### src/rtl/inst_fetch_queue.sv
// Instruction fetch front end: owns the fetch PC, issues one word request at a
// time to the instruction read adapter and buffers returned words in a FIFO.
module inst_fetch_queue #(
  parameter int          DEPTH    = 4,
  parameter logic [31:0] RESET_PC = 32'hBFC0_0000
) (
  input  logic        clk,
  input  logic        reset,
  input  logic        flush,
  input  logic [31:0] flush_target,
  output logic [31:0] req_address,
  output logic        req_valid,
  input  logic        req_accepted,
  input  logic        resp_valid,
  input  logic [31:0] resp_data,
  input  logic [31:0] resp_address,
  output logic        out_valid,
  output logic [31:0] out_inst,
  output logic [31:0] out_pc,
  input  logic        out_ready
);
  localparam int          AW         = $clog2(DEPTH);
  localparam logic [AW:0] DEPTH_C    = (AW + 1)'(DEPTH);
  localparam logic [AW:0] DEPTH_M1_C = (AW + 1)'(DEPTH - 1);

  typedef enum logic [1:0] {
    IDLE = 2'd0,
    REQ  = 2'd1,
    WAIT = 2'd2
  } req_state_e;

  req_state_e  state_r, state_next_s;
  logic [31:0] pc_r, pc_next_s;
  logic        redirected_r, redirected_next_s;
  logic        discard_r, discard_next_s;
  logic [AW:0] wr_ptr_r, rd_ptr_r;
  logic [AW:0] wr_ptr_next_s, rd_ptr_next_s, count_s;
  logic [63:0] mem_r [DEPTH];
  logic        inflight_s, resp_take_s, push_s, pop_s;
  logic        empty_next_s, head_bypass_s;
  logic [63:0] head_next_s;
  logic        req_valid_r, out_valid_r;
  logic [31:0] req_address_r, out_inst_r, out_pc_r;

  assign inflight_s  = (state_r != IDLE);
  assign resp_take_s = resp_valid && (state_r == WAIT);
  assign count_s     = wr_ptr_r - rd_ptr_r;

  // Request FSM next state, fetch PC and stale-response tracking
  always_comb begin
    state_next_s      = state_r;
    pc_next_s         = pc_r;
    redirected_next_s = 1'b0;
    discard_next_s    = discard_r;
    case (state_r)
      IDLE: begin
        if (!flush && !discard_r && (count_s < DEPTH_C)) state_next_s = REQ;
        else state_next_s = IDLE;
      end
      REQ: begin
        if (req_accepted) begin
          state_next_s = WAIT;
        end else begin
          state_next_s      = REQ;
          redirected_next_s = redirected_r | flush;
        end
      end
      WAIT: begin
        // the arriving word occupies one slot, hence DEPTH-1
        if (resp_valid && !flush && (count_s < DEPTH_M1_C)) state_next_s = REQ;
        else if (resp_valid) state_next_s = IDLE;
        else state_next_s = WAIT;
      end
      default: state_next_s = IDLE;
    endcase
    // a flush seen while the old address is still presented must not be undone by +4
    if (flush) pc_next_s = flush_target;
    else if ((state_r == REQ) && req_accepted && !redirected_r) pc_next_s = pc_r + 32'd4;
    else pc_next_s = pc_r;
    if (flush) discard_next_s = inflight_s && !resp_take_s;
    else if (resp_take_s) discard_next_s = 1'b0;
    else discard_next_s = discard_r;
  end

  // FIFO pointer updates and next head entry for the registered outputs
  always_comb begin
    push_s        = resp_take_s && !discard_r && !flush;
    pop_s         = out_valid_r && out_ready && !flush;
    wr_ptr_next_s = wr_ptr_r + {{AW{1'b0}}, push_s};
    if (flush) rd_ptr_next_s = wr_ptr_r;
    else rd_ptr_next_s = rd_ptr_r + {{AW{1'b0}}, pop_s};
    empty_next_s  = (wr_ptr_next_s == rd_ptr_next_s);
    head_bypass_s = push_s && (rd_ptr_next_s == wr_ptr_r);
    if (head_bypass_s) head_next_s = {resp_address, resp_data};
    else head_next_s = mem_r[rd_ptr_next_s[AW-1:0]];
  end

  // State and output registers
  always_ff @(posedge clk or posedge reset) begin
    if (reset) begin
      state_r       <= IDLE;
      pc_r          <= RESET_PC;
      redirected_r  <= 1'b0;
      discard_r     <= 1'b0;
      wr_ptr_r      <= '0;
      rd_ptr_r      <= '0;
      req_valid_r   <= 1'b0;
      req_address_r <= RESET_PC;
      out_valid_r   <= 1'b0;
      out_inst_r    <= 32'h0;
      out_pc_r      <= 32'h0;
    end else begin
      state_r      <= state_next_s;
      pc_r         <= pc_next_s;
      redirected_r <= redirected_next_s;
      discard_r    <= discard_next_s;
      wr_ptr_r     <= wr_ptr_next_s;
      rd_ptr_r     <= rd_ptr_next_s;
      req_valid_r  <= (state_next_s == REQ);
      if ((state_r == REQ) && (state_next_s == REQ)) req_address_r <= req_address_r;
      else req_address_r <= pc_next_s;
      out_valid_r  <= !empty_next_s;
      out_inst_r   <= empty_next_s ? 32'h0 : head_next_s[31:0];
      out_pc_r     <= empty_next_s ? 32'h0 : head_next_s[63:32];
    end
  end

  // FIFO storage
  always_ff @(posedge clk) begin
    if (push_s) mem_r[wr_ptr_r[AW-1:0]] <= {resp_address, resp_data};
  end

  assign req_valid   = req_valid_r;
  assign req_address = req_address_r;
  assign out_valid   = out_valid_r;
  assign out_inst    = out_inst_r;
  assign out_pc      = out_pc_r;

endmodule

### config.mk
export PLATFORM = sky130hd
export DESIGN_NAME = inst_fetch_queue
export DESIGN_NICKNAME = d
export VERILOG_FILES = /design/src/rtl/inst_fetch_queue.sv
export SDC_FILE = /design/constraint.sdc
export NUM_CORES = 1
export LEC_CHECK = 0
export BUFFER_PORTS_ARGS = -buffer_cell sky130_fd_sc_hd__buf_2
export CORE_ASPECT_RATIO = 0.75
export CORE_MARGIN = 5
export CORE_UTILIZATION = 45
export CTS_CLUSTER_DIAMETER = 50
export CTS_CLUSTER_SIZE = 14
export DETAILED_ROUTE_END_ITERATION = 8
export PLACE_DENSITY = 0.62
export SKIP_LAST_GASP = 1
export SLEW_MARGIN = 20
export SYNTH_ARGS = -nofsm -noshare
export SYNTH_HDL_FRONTEND = slang
export SYNTH_SLANG_ARGS = --single-unit
### constraint.sdc
create_clock -name clk -period 8.16 [get_ports clk]
set_clock_uncertainty 0.2 [all_clocks]
set_input_delay 0 -clock clk [delete_from_list [all_inputs] [get_ports clk]]
set_output_delay 0 -clock clk [all_outputs]
set_load 0.005 [all_outputs]
# Word level (Yosys, flattened, before mapping)
# Memory sizes are Yosys's and may differ from the RTL's.
# Index checks and enable logic that the tools add are counted.
# word_totals
elab_cells,63
out_inout_bits,98
ramBits,256
input_bits,102
rom_bits,0
register_bits,140
memories,1
latch_bits,0
# op_classes
reduce_logical,22
shifts,0
mul,0
addsub,4
n_div,0
bitwise_logic,1
magnitude_cmp,2
n_mux,17
n_eq_ne,5
# mem_list
name,words,width,rd,rd_clocked_by_memory_dff,wr,line_no,rtl
mem_r,4,64,1,0,1,38,logic [63:0] mem_r [DEPTH];
# op_table
op,count
$mux W32,4
$mux W64,1
$add A32 B3 Y32 const B,1
$logic_and A1 B1 Y1,14
$mux W1,7
$add A3 B1 Y3,2
$eq A3 B3 Y1,2
$mux W2,3
$pmux W2 S3,1
$logic_not A1 Y1,5
$eq A2 B1 Y1 const B,2
$reduce_bool A2 Y1,2
$lt A3 B2 Y1 const B,1
$lt A3 B3 Y1 const B,1
$mux W3,1
$sub A3 B3 Y3,1
$eq A2 B2 Y1 const B,1
$logic_not A2 Y1,1
$or A1 B1 Y1,1

# Logic depth before layout (Yosys ltp)
# logic_depth
depth_word,8
depth_mapped,14
mapped_depth_nobuf,9

# Least setup slack after synthesis
# Ideal clock, no wire load.
# synth_timing
path_type,reg2reg
startpoint,reg state_r[0]
endpoint,"mem mem_r[1][0], enable pin"
arrival_time_ps,5148
setup_time_ps,565
synth_period_minus_slack_ps,5913
slack_ps,2247
t_required_ps,7395
path_stages_with_launch,4
n_path_buf,0
cell_sequence,dfrtp_1 > nor2b_1 > nand3_1 > nor3_1
# synth_between
elab_chain_cells,6
# synth_lines
item,line_no,rtl
"start, declared",32,"req_state_e state_r, state_next_s;"
"start signal, assigned",113,state_r <= state_next_s;
$eq A2 B2 Y1,46,assign resp_take_s = resp_valid && (state_r == WAIT);
$logic_and A1 B1 Y1,46,
$logic_and A1 B1 Y1 (2 in a row),87,push_s = resp_take_s && !discard_r && !flush;
$mux W1,130,"if (push_s) mem_r[wr_ptr_r[AW-1:0]] <= {resp_address, resp_data};"
$mux W1 (not written as such),130,
"end, declared",38,
# Every way passes these cells.

# Final worst setup path
# layout_timing
startpoint,in flush
endpoint,"reg out_inst_r[22], in the netlist out_inst[22]"
# layout_between
elab_chain_cells,8
elab_cells_between_ends,12
classes_between,add/sub (2); eq/ne (2); mux (3); reduce/logical (4); memory (1)
# layout_lines
item,line_no,rtl
"start, declared",9,"input logic flush,"
"parallel branches: the longest is 7 deep, another holds $mem_v2 Z4 W64",-,
$mux W32 *,123,out_inst_r <= empty_next_s ? 32'h0 : head_next_s[31:0];
"end signal, assigned",123,
"end, declared",43,"logic [31:0] req_address_r, out_inst_r, out_pc_r;"
# Mark *: on every way between the ends.
# A chain may end at the register's enable or synchronous reset.

==> impl_metrics.prom <==
# TYPE chip_impl_metric gauge
chip_impl_metric{name="tritoncts.num_buffers",unit=""} 37
chip_impl_metric{name="drtAntennaViolNets",unit=""} 0
chip_impl_metric{name="critical_path.max_fanout",unit=""} 85
chip_impl_metric{name="power_frac_comb",unit="%"} 32.0
chip_impl_info{name="unrepaired_setup_endpoints_after_global_routing",value="false"} 1
chip_impl_metric{name="post_cts_resize_count",unit=""} 0
chip_impl_metric{name="internal_power_of_the_cells",unit="mW"} 4.08
chip_impl_info{name="cp_top_family",value="buffers and inverters"} 1
chip_impl_info{name="worst_path_max_delay_cell",value="buf_4"} 1
chip_impl_metric{name="power.share.clock",unit="%"} 26.7
chip_impl_metric{name="worst_ep_required_time",unit="ps"} 8330
chip_impl_metric{name="drt_wl_total",unit="mm"} 39.4
chip_impl_metric{name="synth_seq_cells",unit=""} 396
chip_impl_info{name="timing.critical_path.mode_cell",value="buf_4"} 1
chip_impl_metric{name="detailedRoute.firstPassIterationCount",unit=""} 5
chip_impl_metric{name="globalRoute.totalOverflow",unit=""} 0
chip_impl_info{name="worstHoldPathType",value="in2async"} 1
chip_impl_metric{name="syn_avg_cell_area",unit="µm²"} 12.1
chip_impl_metric{name="antenna_found_initial",unit=""} 5
chip_impl_metric{name="worstSkewPairLatency",unit="ps"} 520
chip_impl_metric{name="placedCellCount",unit=""} 1916
chip_impl_metric{name="signed_area_change_from_the_synthesized_netlist_to_the_final_layout",unit="%"} 23.6
chip_impl_metric{name="synth_async_sr_flop_share",unit="%"} 35.4
chip_impl_metric{name="switching_share",unit="%"} 33.8
chip_impl_metric{name="layout-drive-gt1-share",unit="%"} 20.3
chip_impl_metric{name="fin_crit_sh",unit="%"} 49.7
chip_impl_metric{name="chipHeight",unit="µm"} 173
chip_impl_metric{name="placementRows",unit=""} 59
chip_impl_metric{name="setup-tns-final",unit="ps"} 0
chip_impl_metric{name="final.min_clock_period",unit="ps"} 4060
chip_impl_metric{name="drc",unit=""} 0
chip_impl_metric{name="ys_seq_area_share",unit="%"} 70.1
chip_impl_metric{name="initial_utilization",unit="%"} 45.8
chip_impl_metric{name="tritoncts_num_sinks",unit=""} 396
chip_impl_metric{name="io_buffer_count",unit=""} 199
chip_impl_metric{name="hold_violations",unit=""} 0
chip_impl_metric{name="dp_hpwl",unit="mm"} 21.9
chip_impl_metric{name="grt_pass1_wl",unit="mm"} 62.4
chip_impl_metric{name="post_synthesis_instance_area",unit="µm²"} 16000
chip_impl_metric{name="setup_viol_count_final",unit=""} 0
chip_impl_info{name="path_cells",value="dlygate4sd3_1 > buf_2 > buf_4 > inv_1 > and3_1 > ha_1 > mux2i_4 > buf_4 > inv_4 > buf_4 > nand2_1 > nand3_1 > nand3_1 > a21oi_1"} 1
chip_impl_metric{name="slowest_delay",unit="ps"} 750
chip_impl_metric{name="finish.net_count",unit=""} 1728
chip_impl_info{name="clockRootBuffer",value="clkbuf_16"} 1
chip_impl_metric{name="via_per_inst",unit=""} 5.28
chip_impl_metric{name="critical_path.n_buffers_inverters",unit=""} 7
chip_impl_metric{name="die_w",unit="µm"} 228
chip_impl_metric{name="gp_routability_congestion",unit=""} 0.775
chip_impl_metric{name="fp.dieArea",unit="µm²"} 39400
chip_impl_metric{name="peakVddDrop",unit="mV"} 0.237
chip_impl_metric{name="coreArea",unit="µm²"} 34900
chip_impl_metric{name="route.detailed.wl_per_inst",unit="µm"} 18.7
chip_impl_metric{name="detail_route.iter0.violations",unit=""} 685
chip_impl_metric{name="synth.distinct_cells",unit=""} 51
chip_impl_info{name="cp-end-kind",value="flip-flop"} 1
chip_impl_metric{name="synth_nets",unit=""} 1430
chip_impl_metric{name="ioPinCount",unit=""} 200
chip_impl_metric{name="critPathArrivalTime",unit="ps"} 4230
chip_impl_metric{name="clock.fmax",unit="MHz"} 247
chip_impl_info{name="timing_worst_setup_path_type",value="in2reg"} 1
chip_impl_metric{name="final-max-slew-violation-count",unit=""} 0
chip_impl_info{name="clock_tree_from_tritoncts",value="done"} 1
chip_impl_metric{name="synthesis.yosys.warnings",unit=""} 0
chip_impl_metric{name="synthesis.instances",unit=""} 1321
chip_impl_metric{name="final.fill_count",unit=""} 2929
chip_impl_metric{name="p_per_area",unit="nW/µm²"} 312
chip_impl_metric{name="vias",unit=""} 11100
chip_impl_metric{name="p_sw",unit="mW"} 2.08
chip_impl_metric{name="p_seq_share",unit="%"} 41.3
chip_impl_metric{name="maxSlewHeadroom",unit="%"} 29.0
chip_impl_metric{name="fin_cells",unit=""} 2106
chip_impl_metric{name="htree_num_levels",unit=""} 2
chip_impl_metric{name="clock_path_buffers",unit=""} 3
chip_impl_info{name="result_of_the_run",value="complete, no violations"} 1
chip_impl_metric{name="leakagePower",unit="nW"} 7.90
chip_impl_metric{name="synth_enable_flop_cells",unit=""} 256
chip_impl_metric{name="worst_setup_hold_path_clk_slew",unit="ps"} 70
chip_impl_metric{name="grt_pass1_vias",unit=""} 11200
chip_impl_metric{name="grt_start_max_net_pins",unit=""} 86
chip_impl_metric{name="grt_use_total",unit="%"} 19.8
chip_impl_metric{name="slew_at_the_pin_closest_to_its_max_slew_limit",unit="ps"} 1060
chip_impl_info{name="ys_dominant_reg_cell",value="edfxtp_1"} 1
chip_impl_metric{name="drv.max_cap_violation_count",unit=""} 0
chip_impl_info{name="setup.worst_path.start_class",value="input port"} 1
-- registers in the layout, indices dropped and copies added, names as in the netlist --
name	count
discard_r	1
mem_r	256
out_inst	32
out_pc	32
out_valid	1
pc_r	32
rd_ptr_r	3
redirected_r	1
req_address	32
req_valid	1
state_r	2
wr_ptr_r	3
-- routing by layer --
layer,GRT usage [%],vias up,part of all wire (%)
li1,-,5248,-
met1,28.5,5499,45
met3,3.39,65,5.5
met5,0,-,0.033
met2,31.6,304,47
met4,4.73,2,2.0
-- through the flow --
step	hold WS [ps]	setup slack [ps]	power [mW]	util (%)	cell area [µm²]
global placement	32.6	4020	4.48	49.8	17400
global route	50.2	3780	6.57	56.6	19800
finish	15.4	4100	6.17	56.6	19800
CTS	29.5	4130	6.24	56.5	19700
floorplan	-101	2250	3.86	-	16000
detailed placement	32.8	4130	4.53	49.8	17400
-- synthesized netlist by cell type, types with 2 or more instances --
library cell | count | share of area [%]
nand2_1 | 350 | 8.2
edfxtp_1 | 256 | 48
nand3_1 | 206 | 6.4
dfrtp_1 | 122 | 19
a21oi_1 | 71 | 2.2
buf_2 | 44 | 1.4
nor2_1 | 34 | 0.80
clkbuf_1 | 32 | 0.75
xnor2_1 | 26 | 1.4
and3_1 | 22 | 0.86
mux2_2 | 22 | 1.5
dfstp_2 | 18 | 3.0
a221o_1 | 14 | 0.88
o21ai_0 | 13 | 0.41
inv_1 | 11 | 0.26
nand4_1 | 10 | 0.39
xor2_1 | 9 | 0.49
ha_1 | 6 | 0.47
mux2i_1 | 5 | 0.31
nor3_1 | 5 | 0.16
buf_6 | 3 | 0.21
nor4_1 | 3 | 0.12
o31ai_1 | 3 | 0.14
or3_1 | 3 | 0.12
a31oi_1 | 2 | 0.078
nand2b_1 | 2 | 0.078
nand3b_1 | 2 | 0.094
nor2b_1 | 2 | 0.078
nor3b_2 | 2 | 0.16
o41ai_1 | 2 | 0.11
-- what timing repair did --
item	in CTS	in global routing
buffers inserted	0	0
hold buffers	120	0
setup endpoints to repair	0	0
hold endpoints to repair	466	0
-- cell usage in the layout (no fill, tap or decap), types with 3 or more instances in the layout --
| master | count |
|---|---|
| diode_2 | 4 |
| mux2i_1 | 3 |
| buf_4 | 19 |
| xor2_1 | 9 |
| inv_1 | 8 |
| a21oi_1 | 71 |
| o31ai_1 | 3 |
| mux2_2 | 22 |
| clkbuf_1 | 16 |
| and3_1 | 20 |
| nand2_1 | 350 |
| nand4_1 | 10 |
| dfrtp_1 | 122 |
| buf_2 | 199 |
| clkinv_2 | 5 |
| nor2_1 | 33 |
| dlygate4sd3_1 | 120 |
| xnor2_1 | 26 |
| ha_1 | 6 |
| nand3_1 | 206 |
| edfxtp_1 | 256 |
| o21ai_0 | 13 |
| dfstp_2 | 18 |
| nor4_1 | 3 |
| clkbuf_16 | 38 |
| nor3_1 | 3 |
| a221o_1 | 14 |
-- area by class of cell --
| type | instances | area, µm² | share of cell area [%] |
|---|---|---|---|
| clock buffer | 54 | 1010 | 5.12 |
| antenna | 4 | 10.0 | 0.0507 |
| tap | 457 | 572 | 2.89 |
| sequential | 396 | 11200 | 56.7 |
| inverter | 11 | 48.8 | 0.247 |
| timing repair buffer | 340 | 2380 | 12.1 |
| clock inverter | 11 | 115 | 0.583 |
| multi-input combinational | 833 | 4410 | 22.3 |
-- power by group through the flow --
stage | registers (mW) | logic, mW | clock network (mW)
floorplan | 2.57 | 1.29 | 0
global placement | 2.59 | 1.89 | 0
detailed placement | 2.59 | 1.95 | 0
CTS | 2.55 | 2.01 | 1.69
global route | 2.57 | 2.23 | 1.77
finish | 2.55 | 1.97 | 1.65
-- cell families after synthesis --
family / Yosys count / synth area share [%]
and+or+nand+nor: 653 / 18.6
xor gates and xnor gates: 36 / 2.07
adders and majority gates: 7 / 0.595
buffers and inverters: 92 / 2.67
muxes: 27 / 1.86
DFF: 396 / 70.1
AOI/OAI and AO/OA: 110 / 4.13
-- worst register-to-register path: cells and delay by family, from the launching register on --
family,cells,cell delay [ps]
AO/OA/AOI/OAI,1,80
AND/OR/NAND/NOR,4,570
flip-flops,1,370
adder cells (fa/ha/maj),1,330
multiplexers,1,160
buffers and inverters,3,1910
-- worst paths after layout --
check,endpoint,slack [ps],start,depth (start not counted)
setup / recovery,out_inst[22],4100,flush,14
min in group clk,mem_r[1][29],50,resp_data[29],2
setup reg to reg,out_inst[22],4400,out_valid,10
max in group asynchronous,pc_r[0],6350,reset,4
hold / removal,out_inst[8],20,reset,3
hold reg to reg,req_address[14],280,req_address[14],2
Power figures use the tool's default switching activity.
